## src/rtl/execute_pkg.sv

```systemverilog
// rtl/execute_pkg.sv - shared widths, ALU opcodes and forwarding selects for the execute stage
package execute_pkg;
    localparam int DATA_W     = 32;
    localparam int REG_ADDR_W = 5;

    localparam logic [2:0] ALU_ADD = 3'b000;
    localparam logic [2:0] ALU_SUB = 3'b001;
    localparam logic [2:0] ALU_AND = 3'b010;
    localparam logic [2:0] ALU_OR  = 3'b011;
    localparam logic [2:0] ALU_SLT = 3'b101;

    localparam logic [1:0] FWD_REG = 2'b00;
    localparam logic [1:0] FWD_WB  = 2'b01;
    localparam logic [1:0] FWD_MEM = 2'b10;
endpackage

```

## src/rtl/execute_stage_if.sv

```systemverilog
// rtl/execute_stage_if.sv - decode-to-execute inputs, fetch redirect and EX/MEM outputs
interface execute_stage_if #(
    parameter int DATA_W     = 32,
    parameter int REG_ADDR_W = 5
);
    logic                  regwriteE;
    logic                  memwriteE;
    logic                  branchE;
    logic                  alusrcE;
    logic                  resultsrcE;
    logic [2:0]            alucontrolE;
    logic [DATA_W-1:0]     r1E;
    logic [DATA_W-1:0]     r2E;
    logic [REG_ADDR_W-1:0] RdE;
    logic [DATA_W-1:0]     imm_addrE;
    logic [DATA_W-1:0]     pcE;
    logic [DATA_W-1:0]     pc4E;
    logic [1:0]            forwardAE;
    logic [1:0]            forwardBE;
    logic [DATA_W-1:0]     ResultW;

    logic                  pcsrcE;
    logic [DATA_W-1:0]     pctargetE;
    logic                  regwriteM;
    logic                  memwriteM;
    logic                  resultsrcM;
    logic [REG_ADDR_W-1:0] RdM;
    logic [DATA_W-1:0]     aluresultM;
    logic [DATA_W-1:0]     writedataM;
    logic [DATA_W-1:0]     pc4M;

    modport master (
        output regwriteE, memwriteE, branchE, alusrcE, resultsrcE, alucontrolE,
               r1E, r2E, RdE, imm_addrE, pcE, pc4E, forwardAE, forwardBE, ResultW,
        input  pcsrcE, pctargetE, regwriteM, memwriteM, resultsrcM, RdM,
               aluresultM, writedataM, pc4M
    );

    modport slave (
        input  regwriteE, memwriteE, branchE, alusrcE, resultsrcE, alucontrolE,
               r1E, r2E, RdE, imm_addrE, pcE, pc4E, forwardAE, forwardBE, ResultW,
        output pcsrcE, pctargetE, regwriteM, memwriteM, resultsrcM, RdM,
               aluresultM, writedataM, pc4M
    );
endinterface

```

## src/rtl/exec_alu.sv

```systemverilog
// rtl/exec_alu.sv - combinational RV32I ALU with zero flag
module exec_alu
    import execute_pkg::*;
#(
    parameter int DATA_W = 32
) (
    input  logic [DATA_W-1:0] a,
    input  logic [DATA_W-1:0] b,
    input  logic [2:0]        alucontrol,
    output logic [DATA_W-1:0] result,
    output logic              zero
);
    always_comb begin
        result = '0;
        case (alucontrol)
            ALU_ADD: result = a + b;
            ALU_SUB: result = a - b;
            ALU_AND: result = a & b;
            ALU_OR:  result = a | b;
            ALU_SLT: result = {{(DATA_W-1){1'b0}}, ($signed(a) < $signed(b))};
            default: result = '0;
        endcase
    end

    assign zero = (result == '0);
endmodule

```

## src/rtl/execute_stage.sv

```systemverilog
// rtl/execute_stage.sv - EX stage and EX/MEM register; operand forwarding under EXECUTE_FWD_EN
module execute_stage
    import execute_pkg::*;
#(
    parameter int DATA_W     = 32,
    parameter int REG_ADDR_W = 5
) (
    input logic            clk,
    input logic            rst,
    execute_stage_if.slave ex
);
    logic [DATA_W-1:0]     op_a;
    logic [DATA_W-1:0]     op_b_pre;
    logic [DATA_W-1:0]     op_b;
    logic [DATA_W-1:0]     alu_result;
    logic                  alu_zero;
    logic                  pcsrc;

    logic                  squash_q, squash_d;
    logic                  regwrite_q, memwrite_q, resultsrc_q;
    logic [REG_ADDR_W-1:0] rd_q;
    logic [DATA_W-1:0]     aluresult_q, writedata_q, pc4_q;

`ifdef EXECUTE_FWD_EN
    function automatic logic [DATA_W-1:0] fwd_sel(
        input logic [1:0]        sel,
        input logic [DATA_W-1:0] reg_val,
        input logic [DATA_W-1:0] wb_val,
        input logic [DATA_W-1:0] mem_val
    );
        case (sel)
            FWD_WB:  return wb_val;
            FWD_MEM: return mem_val;
            default: return reg_val;
        endcase
    endfunction

    assign op_a     = fwd_sel(ex.forwardAE, ex.r1E, ex.ResultW, aluresult_q);
    assign op_b_pre = fwd_sel(ex.forwardBE, ex.r2E, ex.ResultW, aluresult_q);
`else
    logic unused_fwd;
    assign unused_fwd = ^{ex.forwardAE, ex.forwardBE, ex.ResultW};
    assign op_a       = ex.r1E;
    assign op_b_pre   = ex.r2E;
`endif

    assign op_b = ex.alusrcE ? ex.imm_addrE : op_b_pre;

    exec_alu #(.DATA_W(DATA_W)) u_alu (
        .a          (op_a),
        .b          (op_b),
        .alucontrol (ex.alucontrolE),
        .result     (alu_result),
        .zero       (alu_zero)
    );

    // Instruction following a taken branch is wrong-path: it may neither redirect nor commit.
    assign pcsrc        = rst & ex.branchE & alu_zero & ~squash_q;
    assign squash_d     = pcsrc;
    assign ex.pcsrcE    = pcsrc;
    assign ex.pctargetE = ex.pcE + ex.imm_addrE;

    always_ff @(posedge clk or negedge rst) begin
        if (!rst) begin
            squash_q    <= 1'b0;
            regwrite_q  <= 1'b0;
            memwrite_q  <= 1'b0;
            resultsrc_q <= 1'b0;
            rd_q        <= '0;
            aluresult_q <= '0;
            writedata_q <= '0;
            pc4_q       <= '0;
        end else begin
            squash_q    <= squash_d;
            regwrite_q  <= ex.regwriteE & ~squash_q;
            memwrite_q  <= ex.memwriteE & ~squash_q;
            resultsrc_q <= ex.resultsrcE;
            rd_q        <= ex.RdE;
            aluresult_q <= alu_result;
            writedata_q <= op_b_pre;
            pc4_q       <= ex.pc4E;
        end
    end

    assign ex.regwriteM  = regwrite_q;
    assign ex.memwriteM  = memwrite_q;
    assign ex.resultsrcM = resultsrc_q;
    assign ex.RdM        = rd_q;
    assign ex.aluresultM = aluresult_q;
    assign ex.writedataM = writedata_q;
    assign ex.pc4M       = pc4_q;
endmodule

```

## src/flat_wrapper.sv

```systemverilog
// flat-port wrapper written by rule: the top's interface ports become plain ports
module execute_stage_flat import execute_pkg::*;
#(
    parameter int DATA_W     = 32,
    parameter int REG_ADDR_W = 5
)
  (clk, rst, ex_regwriteE, ex_memwriteE, ex_branchE, ex_alusrcE, ex_resultsrcE, ex_alucontrolE, ex_r1E, ex_r2E, ex_RdE, ex_imm_addrE, ex_pcE, ex_pc4E, ex_forwardAE, ex_forwardBE, ex_ResultW, ex_pcsrcE, ex_pctargetE, ex_regwriteM, ex_memwriteM, ex_resultsrcM, ex_RdM, ex_aluresultM, ex_writedataM, ex_pc4M);
  execute_stage_if #(.DATA_W(DATA_W), .REG_ADDR_W(REG_ADDR_W)) ex_i ();
  input logic clk;
  input logic rst;
  input wire logic [$bits(ex_i.regwriteE)-1:0] ex_regwriteE;
  input wire logic [$bits(ex_i.memwriteE)-1:0] ex_memwriteE;
  input wire logic [$bits(ex_i.branchE)-1:0] ex_branchE;
  input wire logic [$bits(ex_i.alusrcE)-1:0] ex_alusrcE;
  input wire logic [$bits(ex_i.resultsrcE)-1:0] ex_resultsrcE;
  input wire logic [$bits(ex_i.alucontrolE)-1:0] ex_alucontrolE;
  input wire logic [$bits(ex_i.r1E)-1:0] ex_r1E;
  input wire logic [$bits(ex_i.r2E)-1:0] ex_r2E;
  input wire logic [$bits(ex_i.RdE)-1:0] ex_RdE;
  input wire logic [$bits(ex_i.imm_addrE)-1:0] ex_imm_addrE;
  input wire logic [$bits(ex_i.pcE)-1:0] ex_pcE;
  input wire logic [$bits(ex_i.pc4E)-1:0] ex_pc4E;
  input wire logic [$bits(ex_i.forwardAE)-1:0] ex_forwardAE;
  input wire logic [$bits(ex_i.forwardBE)-1:0] ex_forwardBE;
  input wire logic [$bits(ex_i.ResultW)-1:0] ex_ResultW;
  output wire logic [$bits(ex_i.pcsrcE)-1:0] ex_pcsrcE;
  output wire logic [$bits(ex_i.pctargetE)-1:0] ex_pctargetE;
  output wire logic [$bits(ex_i.regwriteM)-1:0] ex_regwriteM;
  output wire logic [$bits(ex_i.memwriteM)-1:0] ex_memwriteM;
  output wire logic [$bits(ex_i.resultsrcM)-1:0] ex_resultsrcM;
  output wire logic [$bits(ex_i.RdM)-1:0] ex_RdM;
  output wire logic [$bits(ex_i.aluresultM)-1:0] ex_aluresultM;
  output wire logic [$bits(ex_i.writedataM)-1:0] ex_writedataM;
  output wire logic [$bits(ex_i.pc4M)-1:0] ex_pc4M;
  assign ex_i.regwriteE = ex_regwriteE;
  assign ex_i.memwriteE = ex_memwriteE;
  assign ex_i.branchE = ex_branchE;
  assign ex_i.alusrcE = ex_alusrcE;
  assign ex_i.resultsrcE = ex_resultsrcE;
  assign ex_i.alucontrolE = ex_alucontrolE;
  assign ex_i.r1E = ex_r1E;
  assign ex_i.r2E = ex_r2E;
  assign ex_i.RdE = ex_RdE;
  assign ex_i.imm_addrE = ex_imm_addrE;
  assign ex_i.pcE = ex_pcE;
  assign ex_i.pc4E = ex_pc4E;
  assign ex_i.forwardAE = ex_forwardAE;
  assign ex_i.forwardBE = ex_forwardBE;
  assign ex_i.ResultW = ex_ResultW;
  assign ex_pcsrcE = ex_i.pcsrcE;
  assign ex_pctargetE = ex_i.pctargetE;
  assign ex_regwriteM = ex_i.regwriteM;
  assign ex_memwriteM = ex_i.memwriteM;
  assign ex_resultsrcM = ex_i.resultsrcM;
  assign ex_RdM = ex_i.RdM;
  assign ex_aluresultM = ex_i.aluresultM;
  assign ex_writedataM = ex_i.writedataM;
  assign ex_pc4M = ex_i.pc4M;
  execute_stage #(.DATA_W(DATA_W), .REG_ADDR_W(REG_ADDR_W)) u_core (.clk(clk), .rst(rst), .ex(ex_i));
endmodule
```

## config.mk

```make
export PLATFORM = sky130hd
export DESIGN_NAME = execute_stage_flat
export DESIGN_NICKNAME = d
export VERILOG_FILES = /design/src/rtl/execute_pkg.sv /design/src/rtl/execute_stage_if.sv /design/src/rtl/exec_alu.sv /design/src/rtl/execute_stage.sv /design/src/flat_wrapper.sv
export SDC_FILE = /design/constraint.sdc
export NUM_CORES = 1
export LEC_CHECK = 0
export ABC_AREA = 0
export BUFFER_PORTS_ARGS = -buffer_cell sky130_fd_sc_hd__clkbuf_2
export CORE_AREA = 2 2 155 157
export DETAILED_ROUTE_END_ITERATION = 10
export DIE_AREA = 0 0 157 159
export GPL_ROUTABILITY_DRIVEN = 0
export PLACE_DENSITY = 0.72
export SYNTH_ARGS = -nofsm -noshare
export SYNTH_HDL_FRONTEND = slang
export SYNTH_HIERARCHICAL = 1
export SYNTH_SLANG_ARGS = --single-unit
```

## constraint.sdc

```tcl
create_clock -name clk -period 10.4 [get_ports clk]
set_clock_uncertainty 0.05 [all_clocks]
set_input_delay 0.52 -clock clk [delete_from_list [all_inputs] [get_ports clk]]
set_output_delay 0.52 -clock clk [all_outputs]
set_load 0.03 [all_outputs]
```

==> results.yml, run 1 <==
sta:
  fmax_ghz: 0.155
  period_share_pct: 62.0
  worstMarginPinSlew_ns: 1.11
  report.final.setup_viol: 0
  grt_setup_unrepaired: "no"
  period_needed_ns: 6.45
  hold_slack_ns: 0.0942
  slew_headroom_pct: 25.2
  slew_viol_final: 0
  tns_ns: 0
  finalHoldViolCount: 0
final_layout:
  multi_input_area_um2: 7020
  drive_above_1_share_pct: 27.3
  layout_common_cells: "clkbuf_2 (310), ha_1 (138), inv_1 (108)"
  register_area_um2: 2630
  area_growth_pct: 20.3
  nNetsFinal: 1834
  fill_cells: 2202
  mostFrequentLayoutCell: "clkbuf_2"
route:
  viasPerCell: 5.81
  drt_iter0_markers: 976
  antenna_left: 0
  met1_length_um: 14600
  wire_per_inst_um: 20.0
  highest_layer: "met4"
  drc: 0
  wl_met3_um: 3040
  wl_um: 36100
  met2WireLength_um: 17300
  first_pass_iters: 8
  vias: 10500
yosys:
  syn_nets: 1563
  synth_top_area_share_pct: 25.6
  yosys.area_share.simple_pct: 17.3
  synth_area_um2: 10300
  synthMuxAreaShare_pct: 4.15
  yosysUniqueCellTypes: 94
  synth-adder-area-share_pct: 17.4
  avgSynthCellArea_um2: 8.48
  yosysWarnings: 6
  synthTopCellsByArea: "dfrtp_1 (26%), ha_1 (17%), a21oi_1 (4.8%), inv_1 (3.9%), nor2_1 (3.9%)"
  ys_ff_latch: 105
  synthXorXnorAreaFrac_pct: 3.58
  synth_compound_area_share_pct: 25.8
  yosysTopAreaCell: "dfrtp_1"
  synth_top_flop_cell: "dfrtp_1"
  synth_top_family_by_area: "compound AO/OA/AOI/OAI gates"
  yosysSeqAreaShare_pct: 25.6
  synth_cells: 1211
  synthArstFlopShare_pct: 100
  synth-edff-count: 0
clock_network:
  cts_tree: "built"
  clk_pin_slew_worst_paths_ns: 0.08
  htree_levels: 3
  clockBufferDepth: 2
  post_cts_buffers: 0
  cts.hold.buffers_added: 0
  cts_resized: 0
  clock_latency_ns: 0.36
  cts_sinks: 105
  cts_root_buffer: "clkbuf_16"
  cts_buffers: 9
critical_path:
  start_kind: "input pin"
  crit_type: "input pin to output port"
  worstPathArrival_ns: 5.88
  end_kind: "output port"
  worstPathRequired_ns: 9.83
  cp_max_fo: 32
global_routing:
  grt_pass1_wl_um: 54800
  grt_pass1_vias: 10100
  grt_start_max_net_pins: 64
  overflow: 0
  grtUsageTotal_pct: 28.1
  antenna_found_initial: 3
power:
  power_density_nw_per_um2: 125
  irDropWorstVdd_mv: 0.0643
  p_leak_nw: 6.12
worst_hold_path:
  hold_path_class: "input pin to async pin"
floorplanning:
  pin_count: 348
  fp.dieW_um: 157
  start_util_pct: 44.3
  die-area_um2: 25000
  core-area_um2: 23200
  row_count: 56
  die_h_um: 159
flow_run:
  cap_viol_max_count: 0
place:
  dpl.hpwl_um: 29200
  place.port_buffers: 311
outcome:
  status: "finished, final reports clean"
==> synthesized netlist by cell type (5+ instances only) <==
library cell	count
nand2_1	64
a221oi_1	10
ha_1	138
a31o_2	6
a221o_1	5
xor2_1	15
o221ai_1	6
o21a_1	9
a31oi_1	13
nand2b_1	16
a211oi_1	19
o21bai_1	8
and2_1	10
o311ai_0	5
inv_1	108
nor2_1	106
nor3b_1	5
xnor2_1	27
o2bb2ai_1	5
a21o_1	26
and3_1	8
nor3_1	24
mux2_2	34
nor2b_1	23
dfrtp_1	105
o21ai_0	52
o22ai_1	7
nand4_1	18
o211ai_1	17
nor4_1	9
nand3_1	29
o21ai_1	5
o2111ai_1	5
clkbuf_1	52
o31ai_1	14
a21oi_1	98
==> metal layers <==
metal  vias up  global-route usage (%)
li1       4949                       -
met1      4913                    35.6
met2       567                    47.8
met3        81                    4.57
met4         0                    10.3
met5         -                       0
==> final cells by class <==
class | instances | area share, %
multi-input cells | 940 | 56.8
flip-flops and latches | 105 | 21.3
diodes | 3 | 0.0608
clock buffers | 10 | 1.85
clock inverters | 6 | 0.496
repair buffers | 318 | 13.0
well taps | 319 | 3.23
inverters | 108 | 3.28
==> logic make-up (layout without fill, tap and decap cells) <==
kind of cell               after synthesis  after routing
DFF                                    105            105
AOI/OAI and AO/OA                      374            374
buffers and inverters                  166            442
adders and majority gates              141            141
other                                    0              3
and+or+nand+nor                        346            346
muxes                                   37             37
xor gates and xnor gates                42             42
==> worst max-delay path: stages <==
cell,delay (ns)
clkbuf_2,0.64
mux2_2,0.49
inv_1,0.09
ha_1,0.40
or4_4,0.60
or4_4,0.50
nor2_4,0.16
nor2_2,0.11
o2111a_1,0.25
a211oi_1,0.35
o211ai_1,0.21
a2111oi_2,0.36
nand4b_1,0.27
nor4_1,0.22
and4b_1,0.23
and4b_1,0.23
clkbuf_2,0.21
==> registers in the layout (all words and copies together) (netlist names) <==
| register | count |
|---|---|
| u_core/ex.writedataM | 32 |
| u_core/squash_q | 1 |
| u_core/ex.pc4M | 32 |
| u_core/ex.memwriteM | 1 |
| u_core/ex.resultsrcM | 1 |
| u_core/ex.aluresultM | 32 |
| u_core/ex.RdM | 5 |
| u_core/ex.regwriteM | 1 |
==> stage by stage <==
step	setup slack, ns	area, um2	utilization (%)	instances	total power, mW
final	3.95	12400	53.3	1809	1.54
after global routing	3.70	12400	53.3	1809	1.63
after CTS	4.01	12300	53.2	1806	1.55
after detailed placement	4.01	12100	52.0	1790	1.19
after global placement	4.07	12100	52.0	1790	1.18
after floorplan	5.03	10300	-	1211	0.964
==> where the power goes <==
| group | leakage, nW | switching (mW) | internal (mW) |
|---|---|---|---|
| combinational | 4.73 | 0.498 | 0.248 |
| clock | 0.138 | 0.177 | 0.169 |
| sequential | 1.25 | 0.0100 | 0.442 |
| total | 6.12 | 0.686 | 0.859 |
==> worst paths after layout <==
path                       slack [ns]                  endpoint  cells past startpoint       startpoint
max                              3.95                 ex_pcsrcE                     17       ex_alusrcE
min                              0.09          u_core/ex.RdM[3]                      1              rst
max reg2reg                      9.59           u_core/squash_q                      1  u_core/squash_q
min reg2reg                      0.42       u_core/ex.memwriteM                      1  u_core/squash_q
max in group asynchronous        8.99  u_core/ex.writedataM[12]                      2              rst
min in group clk                 0.21        u_core/ex.pc4M[12]                      1      ex_pc4E[12]
Power figures use the tool's default switching activity.
==> run 2: changes to the inputs <==
--- a/config.mk
+++ b/config.mk
@@ -5,13 +5,13 @@
 export SDC_FILE = /design/constraint.sdc
 export NUM_CORES = 1
 export LEC_CHECK = 0
-export ABC_AREA = 0
+export ABC_AREA = 1
 export BUFFER_PORTS_ARGS = -buffer_cell sky130_fd_sc_hd__clkbuf_2
-export CORE_AREA = 2 2 155 157
+export CORE_AREA = 2 2 166 168
 export DETAILED_ROUTE_END_ITERATION = 10
-export DIE_AREA = 0 0 157 159
+export DIE_AREA = 0 0 168 170
 export GPL_ROUTABILITY_DRIVEN = 0
-export PLACE_DENSITY = 0.72
+export PLACE_DENSITY = 0.73
 export SYNTH_ARGS = -nofsm -noshare
 export SYNTH_HDL_FRONTEND = slang
 export SYNTH_HIERARCHICAL = 1
==> constraint.sdc (replaced) <==
create_clock -name clk -period 5.75 [get_ports clk]
set_clock_uncertainty 0.05 [all_clocks]
set_input_delay 0.2875 -clock clk [delete_from_list [all_inputs] [get_ports clk]]
set_output_delay 0.2875 -clock clk [all_outputs]
set_load 0.03 [all_outputs]
==> run 2 against run 1 <==
  * Synthesized cell count rose by 62%
  * Critical path type unchanged
  * Wire length rose by 11%
  * Combinational power rose by 93%
  * Largest cell class unchanged
  * Sequential cell count did not move
  * Worst hold slack got worse by 0.071 ns
  * Worst setup slack got worse by 2.8 ns
  * Sequential power rose by 78%
==> results.yml, run 2 <==
outcome:
  status: "finished, final reports clean"
critical_path:
  end_kind: "output port"
  worstPathRequired_ns: 5.41
  worstPathArrival_ns: 4.24
  crit_type: "input pin to output port"
  cp_max_fo: 28
  start_kind: "input pin"
  r2r_slack_ns: 5.09
yosys:
  yosysTopAreaCell: "dfrtp_1"
  synth_cells: 1959
  synth_top_flop_cell: "dfrtp_1"
  yosysWarnings: 6
  synth-edff-count: 0
  synth-adder-area-share_pct: 15.1
  yosysSeqAreaShare_pct: 22.2
  post-synth-top-count-cell: "nand2_1"
  avgSynthCellArea_um2: 6.05
  syn_nets: 2311
  synthMuxAreaShare_pct: 3.04
  synth_top_area_share_pct: 22.2
  synthTopCellsByCount: "nand2_1 (637), inv_1 (415), nor2_1 (207)"
  synth_top_family_by_area: "simple AND/OR/NAND/NOR gates"
  yosys.area_share.simple_pct: 36.2
  synthArstFlopShare_pct: 100
  synthXorXnorAreaFrac_pct: 1.26
  ys_ff_latch: 105
  yosysUniqueCellTypes: 36
  synth_area_um2: 11900
  synthTopCellsByArea: "dfrtp_1 (22%), nand2_1 (20%), ha_1 (15%), inv_1 (13%), nor2_1 (6.6%)"
  synth_compound_area_share_pct: 7.43
clock_network:
  cts_buffers: 9
  htree_levels: 3
  cts_resized: 0
  clockBufferDepth: 2
  cts.hold.buffers_added: 69
  cts_tree: "built"
  post_cts_buffers: 0
  cts_root_buffer: "clkbuf_16"
  clock_latency_ns: 0.36
  clk_pin_slew_worst_paths_ns: 0.08
  cts_sinks: 105
floorplanning:
  row_count: 60
  die-area_um2: 28600
  die_h_um: 170
  core-area_um2: 26700
  pin_count: 348
  fp.dieW_um: 168
  start_util_pct: 44.5
sta:
  tns_ns: 0
  worstMarginPinSlew_ns: 0.823
  slew_viol_final: 0
  period_needed_ns: 4.58
  timing.final.ws_setup_ns: 1.17
  grt_setup_unrepaired: "no"
  slew_headroom_pct: 45.2
  report.final.setup_viol: 0
  fmax_ghz: 0.218
  finalHoldViolCount: 0
  period_share_pct: 79.7
final_layout:
  final_cell_area_um2: 14700
  area_growth_pct: 23.9
  utilization_pct: 55.1
  layout_common_cells: "nand2_1 (637), inv_1 (415), clkbuf_2 (310)"
  fill_cells: 2648
  register_area_um2: 2630
  drive_above_1_share_pct: 17.2
  nNetsFinal: 2673
  mostFrequentLayoutCell: "nand2_1"
  multi_input_area_um2: 7470
  antennaDiodeCount: 0
place:
  place_ws_ns: 1.22
  place.port_buffers: 311
  postPlaceCellArea_um2: 13700
  dpl.hpwl_um: 32800
route:
  wl_um: 40200
  first_pass_iters: 6
  drc: 0
  drt_iter0_markers: 1302
  wire_per_inst_um: 15.1
  viasPerCell: 5.02
  vias: 13400
  antenna_left: 0
worst_hold_path:
  hold_path_class: "input pin to flop"
power:
  irDropWorstVdd_mv: 0.118
  power_frac_comb_pct: 49.1
  power_density_nw_per_um2: 200
  swShare_pct: 46.9
  p_clk_share_pct: 23.4
  p_leak_nw: 9.04
  netSwitchingPower_mw: 1.38
  seqPwrFrac_pct: 27.4
  p_int_mw: 1.56
global_routing:
  grtUsageTotal_pct: 27.5
  grt_start_max_net_pins: 43
  grt_pass1_vias: 12400
  overflow: 0
  antenna_found_initial: 1
  grt_pass1_wl_um: 62600
flow_run:
  cap_viol_max_count: 0
==> run 2: final timing paths <==
check                                start                      end  depth (start not counted)
setup reg to reg           u_core/squash_q          u_core/squash_q                          1
setup / recovery                ex_alusrcE                ex_pcsrcE                         24
max in group asynchronous              rst         u_core/ex.RdM[2]                          3
hold reg to reg            u_core/squash_q      u_core/ex.memwriteM                          1
hold / removal                   ex_r2E[9]  u_core/ex.writedataM[9]                          1
min in group asynchronous              rst       u_core/ex.pc4M[26]                          2
==> run 2: per-stage QoR <==
step | hold WS, ns | power (mW) | std cells
finish | 0.0227 | 2.93 | 2667
global route | 0.0111 | 3.13 | 2667
CTS | 0.00394 | 2.94 | 2667
detailed placement | 0.262 | 2.20 | 2582
global placement | 0.251 | 2.17 | 2582
floorplan | -0.0581 | 1.77 | 1959
==> run 2: worst max-delay path, stage by stage <==
cell	delay [ns]
clkbuf_2	0.60
mux2_2	0.45
ha_1	0.25
fa_1	0.41
inv_1	0.10
nand2_1	0.06
nand2_1	0.15
nand2_1	0.07
nand2_1	0.12
nand2_1	0.08
nand2_2	0.13
nand2_1	0.08
nand2_1	0.06
nand2_1	0.05
nand3_1	0.17
nand3_1	0.11
nor2_1	0.12
nand2_1	0.06
nor2_1	0.17
nand2_1	0.07
nor2_1	0.13
nand3_1	0.09
nor2_1	0.15
clkbuf_2	0.22
==> run 2: cells by family after synthesis <==
group                      Yosys count
xor gates and xnor gates            17
adders and majority gates          141
and+or+nand+nor                   1049
muxes                               32
DFF                                105
buffers and inverters              454
AOI/OAI and AO/OA                  161
==> run 2: power groups by stage <==
| stage | Clock [mW] | Sequential (mW) | Combinational (mW) |
|---|---|---|---|
| after floorplan | 0 | 0.932 | 0.840 |
| after global placement | 0 | 0.819 | 1.35 |
| after detailed placement | 0 | 0.820 | 1.38 |
| after CTS | 0.712 | 0.805 | 1.42 |
| after global routing | 0.733 | 0.810 | 1.58 |
| final | 0.687 | 0.805 | 1.44 |
==> run 2: cell type report <==
cell class	instances	share of cell area [%]
Clock buffer	9	1.53
Clock inverter	7	0.605
Inverter	421	10.8
Multi-Input combinational cell	1400	50.8
Sequential cell	105	17.9
Tap cell	341	2.90
Timing Repair Buffer	384	15.5
==> run 2: per-layer routing <==
layer  wire length, um  up-vias  track usage (%)  part of all wire [%]
li1                  -     6680                -                     -
met1             16900     5983             35.2                    42
met2             18600      633             47.3                    46
met3              3060       88             3.47                   7.6
met4              1520        2             10.7                   3.8
met5                 8        -                0                 0.020
